==> src/rtl/mandel_engine_scheduler.sv <==
// mandel_engine_scheduler
//   Frame dispatcher for the multi-engine Mandelbrot datapath. Walks the pixel
//   grid in raster order and builds each pixel's c by running addition. Pixels
//   go to NUM_ENGINES depth engines in rotation. Iteration counts are retired
//   in raster order on a valid/ready stream.
//
//   Ports:
//     sysclk, reset_n                  clock, async active-low reset
//     frame_start                      frame request (dropped while busy)
//     re_origin, im_origin, step       c of pixel (0,0) and per-pixel step
//     max_iter_in                      iteration cap, latched per frame
//     eng_start/eng_re_c/eng_im_c      per-engine launch pulse and constant
//     eng_max_iter                     cap broadcast to all engines
//     eng_done/eng_depth               per-engine done level and result
//     pix_valid/pix_ready              retire handshake
//     pix_depth/pix_x/pix_y            retired pixel
//     pix_eol/pix_last                 end-of-line / end-of-frame markers
//     busy                             frame in progress
//   Optional build macro SCHED_PERF_EN adds perf_cycles and perf_iter_sum.

// One dispatch slot. It owns one engine and tracks one pixel from launch to retire.
module mandel_sched_slot #(
    parameter int WORD_LENGTH = 32
) (
    input  logic                   clk,
    input  logic                   rst_n,
    input  logic                   launch,
    input  logic                   retire,
    input  logic                   done,
    input  logic [9:0]             depth_in,
    input  logic [WORD_LENGTH-1:0] re_in,
    input  logic [WORD_LENGTH-1:0] im_in,
    input  logic [9:0]             x_in,
    input  logic [8:0]             y_in,
    output logic                   start,
    output logic                   free,
    output logic                   hold,
    output logic [WORD_LENGTH-1:0] re_c,
    output logic [WORD_LENGTH-1:0] im_c,
    output logic [9:0]             x,
    output logic [8:0]             y,
    output logic [9:0]             depth
);
    typedef enum logic [2:0] {S_FREE, S_LAUNCH, S_SETTLE, S_BUSY, S_HOLD} slot_state_t;
    slot_state_t state, state_nx;

    always_ff @(posedge clk or negedge rst_n) begin
        if (!rst_n) state <= S_FREE;
        else        state <= state_nx;
    end

    // SETTLE masks the done level left over from the engine's previous pixel.
    always_comb begin
        state_nx = state;
        case (state)
            S_FREE:   if (launch) state_nx = S_LAUNCH;
            S_LAUNCH: state_nx = S_SETTLE;
            S_SETTLE: state_nx = S_BUSY;
            S_BUSY:   if (done) state_nx = S_HOLD;
            S_HOLD:   if (retire) state_nx = S_FREE;
            default:  state_nx = S_FREE;
        endcase
    end

    assign start = (state == S_LAUNCH);
    assign free  = (state == S_FREE);
    assign hold  = (state == S_HOLD);

    always_ff @(posedge clk or negedge rst_n) begin
        if (!rst_n) begin
            re_c  <= '0;
            im_c  <= '0;
            x     <= '0;
            y     <= '0;
            depth <= '0;
        end else begin
            if (launch && state == S_FREE) begin
                re_c <= re_in;
                im_c <= im_in;
                x    <= x_in;
                y    <= y_in;
            end
            if (state == S_BUSY && done) depth <= depth_in;
        end
    end
endmodule

module mandel_engine_scheduler #(
    parameter int NUM_ENGINES = 4,
    parameter int WORD_LENGTH = 32,
    parameter int FRAC        = 28,
    parameter int H_RES       = 640,
    parameter int V_RES       = 480
) (
    input  logic                               sysclk,
    input  logic                               reset_n,
    input  logic                               frame_start,
    input  logic [WORD_LENGTH-1:0]             re_origin,
    input  logic [WORD_LENGTH-1:0]             im_origin,
    input  logic [WORD_LENGTH-1:0]             step,
    input  logic [9:0]                         max_iter_in,
    output logic [NUM_ENGINES-1:0]             eng_start,
    output logic [NUM_ENGINES*WORD_LENGTH-1:0] eng_re_c,
    output logic [NUM_ENGINES*WORD_LENGTH-1:0] eng_im_c,
    output logic [9:0]                         eng_max_iter,
    input  logic [NUM_ENGINES-1:0]             eng_done,
    input  logic [NUM_ENGINES*10-1:0]          eng_depth,
    output logic                               pix_valid,
    input  logic                               pix_ready,
    output logic [9:0]                         pix_depth,
    output logic [9:0]                         pix_x,
    output logic [8:0]                         pix_y,
    output logic                               pix_eol,
    output logic                               pix_last,
`ifdef SCHED_PERF_EN
    output logic [31:0]                        perf_cycles,
    output logic [31:0]                        perf_iter_sum,
`endif
    output logic                               busy
);
    localparam int DPW = $clog2(NUM_ENGINES);

    // c is treated as a plain two's-complement word; FRAC only needs to fit.
    if (FRAC >= WORD_LENGTH || NUM_ENGINES < 2 || (NUM_ENGINES & (NUM_ENGINES - 1)) != 0) begin : g_param_chk
        $error("mandel_engine_scheduler: bad FRAC or NUM_ENGINES");
    end

    logic [DPW-1:0]         dp, rp, dp_eff;
    logic [NUM_ENGINES-1:0] slot_free, slot_hold, launch_vec, retire_vec;
    logic [9:0]             slot_x     [NUM_ENGINES];
    logic [8:0]             slot_y     [NUM_ENGINES];
    logic [9:0]             slot_depth [NUM_ENGINES];

    logic [WORD_LENGTH-1:0] re_cur, im_cur, re_org, stp;
    logic [9:0]             x_cnt;
    logic [8:0]             y_cnt;
    logic                   remain;

    logic                   accept, launch, pix_fire;
    logic [WORD_LENGTH-1:0] b_re, b_im, b_org, b_stp, n_re, n_im;
    logic [9:0]             b_x, n_x;
    logic [8:0]             b_y, n_y;
    logic                   n_remain;

    assign accept   = frame_start && !busy;
    assign pix_fire = pix_valid && pix_ready;

    // On the accepting cycle the frame inputs stand in for the not-yet-loaded
    // registers, so pixel (0,0) launches in that same cycle.
    always_comb begin
        b_x    = accept ? 10'd0     : x_cnt;
        b_y    = accept ? 9'd0      : y_cnt;
        b_re   = accept ? re_origin : re_cur;
        b_im   = accept ? im_origin : im_cur;
        b_org  = accept ? re_origin : re_org;
        b_stp  = accept ? step      : stp;
        dp_eff = accept ? '0        : dp;
        launch = (accept || (busy && remain)) && slot_free[dp_eff];
        if (b_x == 10'(H_RES - 1)) begin
            n_x      = 10'd0;
            n_y      = b_y + 9'd1;
            n_re     = b_org;
            n_im     = b_im - b_stp;
            n_remain = (b_y != 9'(V_RES - 1));
        end else begin
            n_x      = b_x + 10'd1;
            n_y      = b_y;
            n_re     = b_re + b_stp;
            n_im     = b_im;
            n_remain = 1'b1;
        end
    end

    assign launch_vec = NUM_ENGINES'(launch) << dp_eff;
    assign retire_vec = NUM_ENGINES'(pix_fire) << rp;

    for (genvar i = 0; i < NUM_ENGINES; i++) begin : g_slot
        mandel_sched_slot #(.WORD_LENGTH(WORD_LENGTH)) u_slot (
            .clk      (sysclk),
            .rst_n    (reset_n),
            .launch   (launch_vec[i]),
            .retire   (retire_vec[i]),
            .done     (eng_done[i]),
            .depth_in (eng_depth[i*10 +: 10]),
            .re_in    (b_re),
            .im_in    (b_im),
            .x_in     (b_x),
            .y_in     (b_y),
            .start    (eng_start[i]),
            .free     (slot_free[i]),
            .hold     (slot_hold[i]),
            .re_c     (eng_re_c[i*WORD_LENGTH +: WORD_LENGTH]),
            .im_c     (eng_im_c[i*WORD_LENGTH +: WORD_LENGTH]),
            .x        (slot_x[i]),
            .y        (slot_y[i]),
            .depth    (slot_depth[i])
        );
    end

    // Retire follows the same rotation as dispatch, which restores raster order.
    assign pix_valid = slot_hold[rp];
    assign pix_depth = slot_depth[rp];
    assign pix_x     = slot_x[rp];
    assign pix_y     = slot_y[rp];
    assign pix_eol   = (pix_x == 10'(H_RES - 1));
    assign pix_last  = pix_eol && (pix_y == 9'(V_RES - 1));

    always_ff @(posedge sysclk or negedge reset_n) begin
        if (!reset_n) begin
            busy         <= 1'b0;
            eng_max_iter <= '0;
            re_org       <= '0;
            stp          <= '0;
            re_cur       <= '0;
            im_cur       <= '0;
            x_cnt        <= '0;
            y_cnt        <= '0;
            remain       <= 1'b0;
            dp           <= '0;
            rp           <= '0;
        end else begin
            if (accept) begin
                busy         <= 1'b1;
                eng_max_iter <= max_iter_in;
                re_org       <= re_origin;
                stp          <= step;
            end else if (pix_fire && pix_last) begin
                busy <= 1'b0;
            end
            if (launch) begin
                x_cnt  <= n_x;
                y_cnt  <= n_y;
                re_cur <= n_re;
                im_cur <= n_im;
                remain <= n_remain;
            end
            dp <= dp_eff + DPW'(launch);
            if (accept)        rp <= '0;
            else if (pix_fire) rp <= rp + DPW'(1);
        end
    end

`ifdef SCHED_PERF_EN
    logic [32:0] iter_acc;
    assign iter_acc = {1'b0, perf_iter_sum} + 33'(pix_depth);

    always_ff @(posedge sysclk or negedge reset_n) begin
        if (!reset_n) begin
            perf_cycles   <= '0;
            perf_iter_sum <= '0;
        end else if (accept) begin
            perf_cycles   <= '0;
            perf_iter_sum <= '0;
        end else begin
            if (busy && perf_cycles != '1) perf_cycles <= perf_cycles + 32'd1;
            if (pix_fire) perf_iter_sum <= iter_acc[32] ? '1 : iter_acc[31:0];
        end
    end
`endif
endmodule
==> config.mk <==
export PLATFORM = sky130hd
export DESIGN_NAME = mandel_engine_scheduler
export DESIGN_NICKNAME = d
export VERILOG_FILES = /design/src/rtl/mandel_engine_scheduler.sv
export SDC_FILE = /design/constraint.sdc
export NUM_CORES = 1
export LEC_CHECK = 0
export BUFFER_PORTS_ARGS = -buffer_cell sky130_fd_sc_hd__buf_2
export CORE_ASPECT_RATIO = 2
export CORE_MARGIN = 4
export CORE_UTILIZATION = 45
export DETAILED_ROUTE_END_ITERATION = 16
export GPL_ROUTABILITY_DRIVEN = 0
export PLACE_DENSITY = 0.73
export SLEW_MARGIN = 15
export SYNTH_ARGS = -nofsm -noshare
export SYNTH_HDL_FRONTEND = slang
export SYNTH_SLANG_ARGS = --single-unit
export TNS_END_PERCENT = 10
==> constraint.sdc <==
create_clock -name sysclk -period 11.1 [get_ports sysclk]
set_input_delay 1.11 -clock sysclk [delete_from_list [all_inputs] [get_ports sysclk]]
set_output_delay 1.11 -clock sysclk [all_outputs]
set_load 0.02 [all_outputs]
==> results.md <==
- Via density per instance: 5.41
- Vias in the first global route: 22200
- Worst hold path cell count: 2
- Post-layout minimum cycle time: 5.83 ns
- Cell type group with the largest total delay on the critical path: compound AO/OA/AOI/OAI gates
- Maximum cell stage delay along the critical path: ~0.8 ns
- Area of the core: slightly below 0.06 mm²
- Most used cell along the critical path: sky130_fd_sc_hd__a21oi_1
- Yosys cell types: 88
- Leakage power figure: 15.9 nW
- CTS tree: done
- Most frequent cell after synthesis: sky130_fd_sc_hd__nand2_1
- Number of hold buffers added after cts: 0
- Clock transition at the registers of the reported paths: 0.07 ns
- Synthesized netlist net count: 3016
- Initial antenna violation count: 15
- Sum of routed wire length over all layers: 83600 µm
- Number of max-capacitance violations reported: 0
- Classification of the worst-slack hold path: reg2reg
- Area enclosed by the die boundary: roughly 0.063 mm²
- Arrival time worst endpoint: 6.27 ns
- Post-synth top area share: 0.514
- Share of final-layout standard cells stronger than drive strength 1: 0.214
- Setup Crit Path Kind: in2reg
- Number of cell rows: 125
- Maximum fanout along the worst path: 73
- Number of setup buffers added after CTS: 0
- Setup slack on the worst flop-to-flop path: approximately 5.3 ns
- Count of cell instances traversed by the critical path: 16
- Fraction of the cycle the final worst path needs: 0.525
- CTS H-tree lvls: 2
- Number of vias in the routed layout: 21600
- Ordered cell list for the critical path: buf_2 -> nor2b_4 -> buf_4 -> buf_4 -> mux2i_1 -> inv_1 -> fa_1 -> a21oi_1 -> o31ai_2 -> a21oi_1 -> o31ai_2 -> a221oi_4 -> o21ai_0 -> a21oi_1 -> xor2_1 -> a21oi_1
- Worst-case clock skew: 0.0327 ns
- Hold-critical path endpoint: stp[24]
- Final global-route overflow total: 0
- Effective utilization at floorplan: 0.457
- Type of element capturing the critical path: register
- Root cell of the clock tree: sky130_fd_sc_hd__clkbuf_16
- Per-instance average area after synthesis: around 9.5 µm²
- Sequential fraction of the synthesis area: 0.514
- Total routing resource utilization after global routing: 0.258
- Post-cts gate resize count: 0
- Setup repair after global routing missed its margin: no
- Number of search-and-repair iterations in the first detailed-routing pass: 7
- Residual DRC count: 0
- First-pass GRT wire length: 129000 µm
- Final count of negative-setup-slack endpoints: 0
- Vertical die dimension: 352 µm
- Status: complete, no violations
- Number of buffers added on ports: 456
- Clock sink count: 547
- Top cells by count, synth: 654 x sky130_fd_sc_hd__nand2_1, 547 x sky130_fd_sc_hd__dfrtp_1, 416 x sky130_fd_sc_hd__o21ai_0
- Transition time at the pin with the least slew margin: 1.29 ns
- Capture instance of the worst register-to-register path: g_slot[2].u_slot.re_c[24]
- Number of slew-limit violations in the final report: 0
- Data required time of the worst path: 11.54 ns
- Sum of net half-perimeters after detailed placement: between 60000 and 70000 µm
- Relative max-transition margin: 0.143
- Power density cells: 220 mW/mm²
- Final Net Count: ~3400
- Largest net degree at the start of global routing: 157
- Final-layout setup total negative slack: 0 ns
- Mapped Area: 0.0266 mm²
- Worst path bufs/invs: 4
- Startpoint kind of the worst setup timing path: input pin
- Number of design-rule violations left by the first detailed-router iteration: ~1400
- Die W: 180 µm
- Number of cells on the worst reg-to-reg path: 12
- Clk_lat worst skew: 0.60 ns
- Maximum vdd ir drop: 0.131 mV
- Leading cell types by total area after synthesis: sky130_fd_sc_hd__dfrtp_1 51%, sky130_fd_sc_hd__nand2_1 9.2%, sky130_fd_sc_hd__o21ai_0 7.8%
- Power Total: 0.00686 W
- Most area-hungry cell type in the Yosys netlist: sky130_fd_sc_hd__dfrtp_1
- Routed wire length per instance: 21.0 µm
- Number of filler instances in the final layout: 5323
- Reg2reg start: busy
- Number of buffers created by CTS: between 40 and 50
- Number of ports placed on the die boundary: 457
- Synth Register Bits: approximately 550
- Worst-path cell with the longest stage delay: sky130_fd_sc_hd__buf_4
- Number of warning messages in the yosys log: 0
- Synthesized instance count: 2810
- P&R area growth vs syn: 17.0%
- Remaining antenna violation count: 0
- Flip-flop cell with the highest count after synthesis: sky130_fd_sc_hd__dfrtp_1
- Clock Path Buffers: 3
- Proportion of synthesized flip-flops having asynchronous set or reset: 1.00
- Source of the worst hold timing path: stp[24]
- Endpoints failing hold: 0
- Maximum clock frequency: 172 MHz
- EDFF count, synth: 0
==> registers in the layout, summed over array words and instances (netlist names), 12 cells and up <==
signal	count
g_slot.u_slot.state	12
im_cur	32
g_slot.u_slot.y	36
g_slot.u_slot.depth	40
g_slot.u_slot.x	40
re_cur	32
stp	32
g_slot.u_slot.re_c	128
re_org	32
g_slot.u_slot.im_c	128
==> through the flow <==
stage,utilization,setup slack (ns),instance area [µm²],hold slack [ns],instances
finish,0.534,5.27,31200,0.470,3991
global route,0.534,4.77,31200,0.479,3989
CTS,0.534,5.20,31100,0.473,3981
detailed placement,0.506,4.61,29500,0.455,3892
global placement,0.506,4.71,29500,0.448,3892
floorplan,-,5.47,26600,0.434,2810
==> worst register-to-register path: stages (launching register included) <==
cell,delay (ns)
sky130_fd_sc_hd__dfrtp_1,0.70
sky130_fd_sc_hd__nand2b_4,0.57
sky130_fd_sc_hd__nand2_1,0.23
sky130_fd_sc_hd__or4_1,0.47
sky130_fd_sc_hd__a311o_1,0.50
sky130_fd_sc_hd__and2_2,0.24
sky130_fd_sc_hd__buf_4,0.30
sky130_fd_sc_hd__inv_4,0.52
sky130_fd_sc_hd__ha_1,0.41
sky130_fd_sc_hd__nand3_4,0.69
sky130_fd_sc_hd__buf_4,0.62
sky130_fd_sc_hd__nand2_1,0.31
sky130_fd_sc_hd__o21ai_0,0.09
==> logic make-up (layout without fill, tap and decap cells) <==
group           count (synthesis)  after routing  synth area share
compound gates                723            723             0.159
xor+xnor                      108            108            0.0355
fa+ha+maj                      61             61            0.0284
buf+inv                       273            682            0.0423
flops                         547            547             0.514
mux                           140            140            0.0689
other cells                     0             10                 0
simple gates                  958            958             0.153
==> how the worst max path moves through the flow <==
stage	slack, ns	from	endpoint
after floorplan	5.47	frame_start	re_cur[21]
after global placement	4.71	frame_start	im_cur[30]
after detailed placement	4.61	frame_start	im_cur[30]
after CTS	5.20	busy	g_slot[1].u_slot.y[8]
after global routing	4.77	busy	g_slot[1].u_slot.x[9]
final	5.27	frame_start	im_cur[24]
==> placed cells by master, fill, tap and decap left out, types with 19 or more instances in the layout <==
cell type and count:
sky130_fd_sc_hd__nand2b_1 19, sky130_fd_sc_hd__buf_4 30, sky130_fd_sc_hd__nand3_1 32, sky130_fd_sc_hd__ha_1 50
sky130_fd_sc_hd__dfrtp_1 546, sky130_fd_sc_hd__a21oi_1 119, sky130_fd_sc_hd__xnor2_1 54, sky130_fd_sc_hd__nor2_1 120
sky130_fd_sc_hd__a31oi_1 31, sky130_fd_sc_hd__nor3_1 22, sky130_fd_sc_hd__inv_1 104, sky130_fd_sc_hd__mux4_2 29
sky130_fd_sc_hd__xor2_1 54, sky130_fd_sc_hd__and2_1 20, sky130_fd_sc_hd__clkbuf_16 49, sky130_fd_sc_hd__nand2_1 652
sky130_fd_sc_hd__mux2_2 43, sky130_fd_sc_hd__a21o_1 39, sky130_fd_sc_hd__mux2i_1 64, sky130_fd_sc_hd__buf_2 455
sky130_fd_sc_hd__o21ai_0 416
==> cell type report <==
class                   instances  area, µm²  share of cell area
flip-flops and latches        547      13700               0.439
clock inverters                25        278             0.00891
diodes                         10       25.0            0.000803
multi-input cells            1990      11900               0.381
inverters                     105        397              0.0127
repair buffers                488       2560              0.0820
well taps                     762        953              0.0306
clock buffers                  64       1380              0.0443
==> report_power, final <==
group	internal, W	total, W	switching, W
Sequential	0.00230	0.00253	0.000225
Combinational	0.000977	0.00255	0.00157
Clock	0.000982	0.00178	0.000800
Total	0.00426	0.00686	0.00259
==> routing by layer <==
metal  track usage  wire [µm]
met1         0.292      31000
met3        0.0400       4780
met4         0.144       5360
met2         0.462      42500
met5             0         18
(Power assumes the default switching activity.)
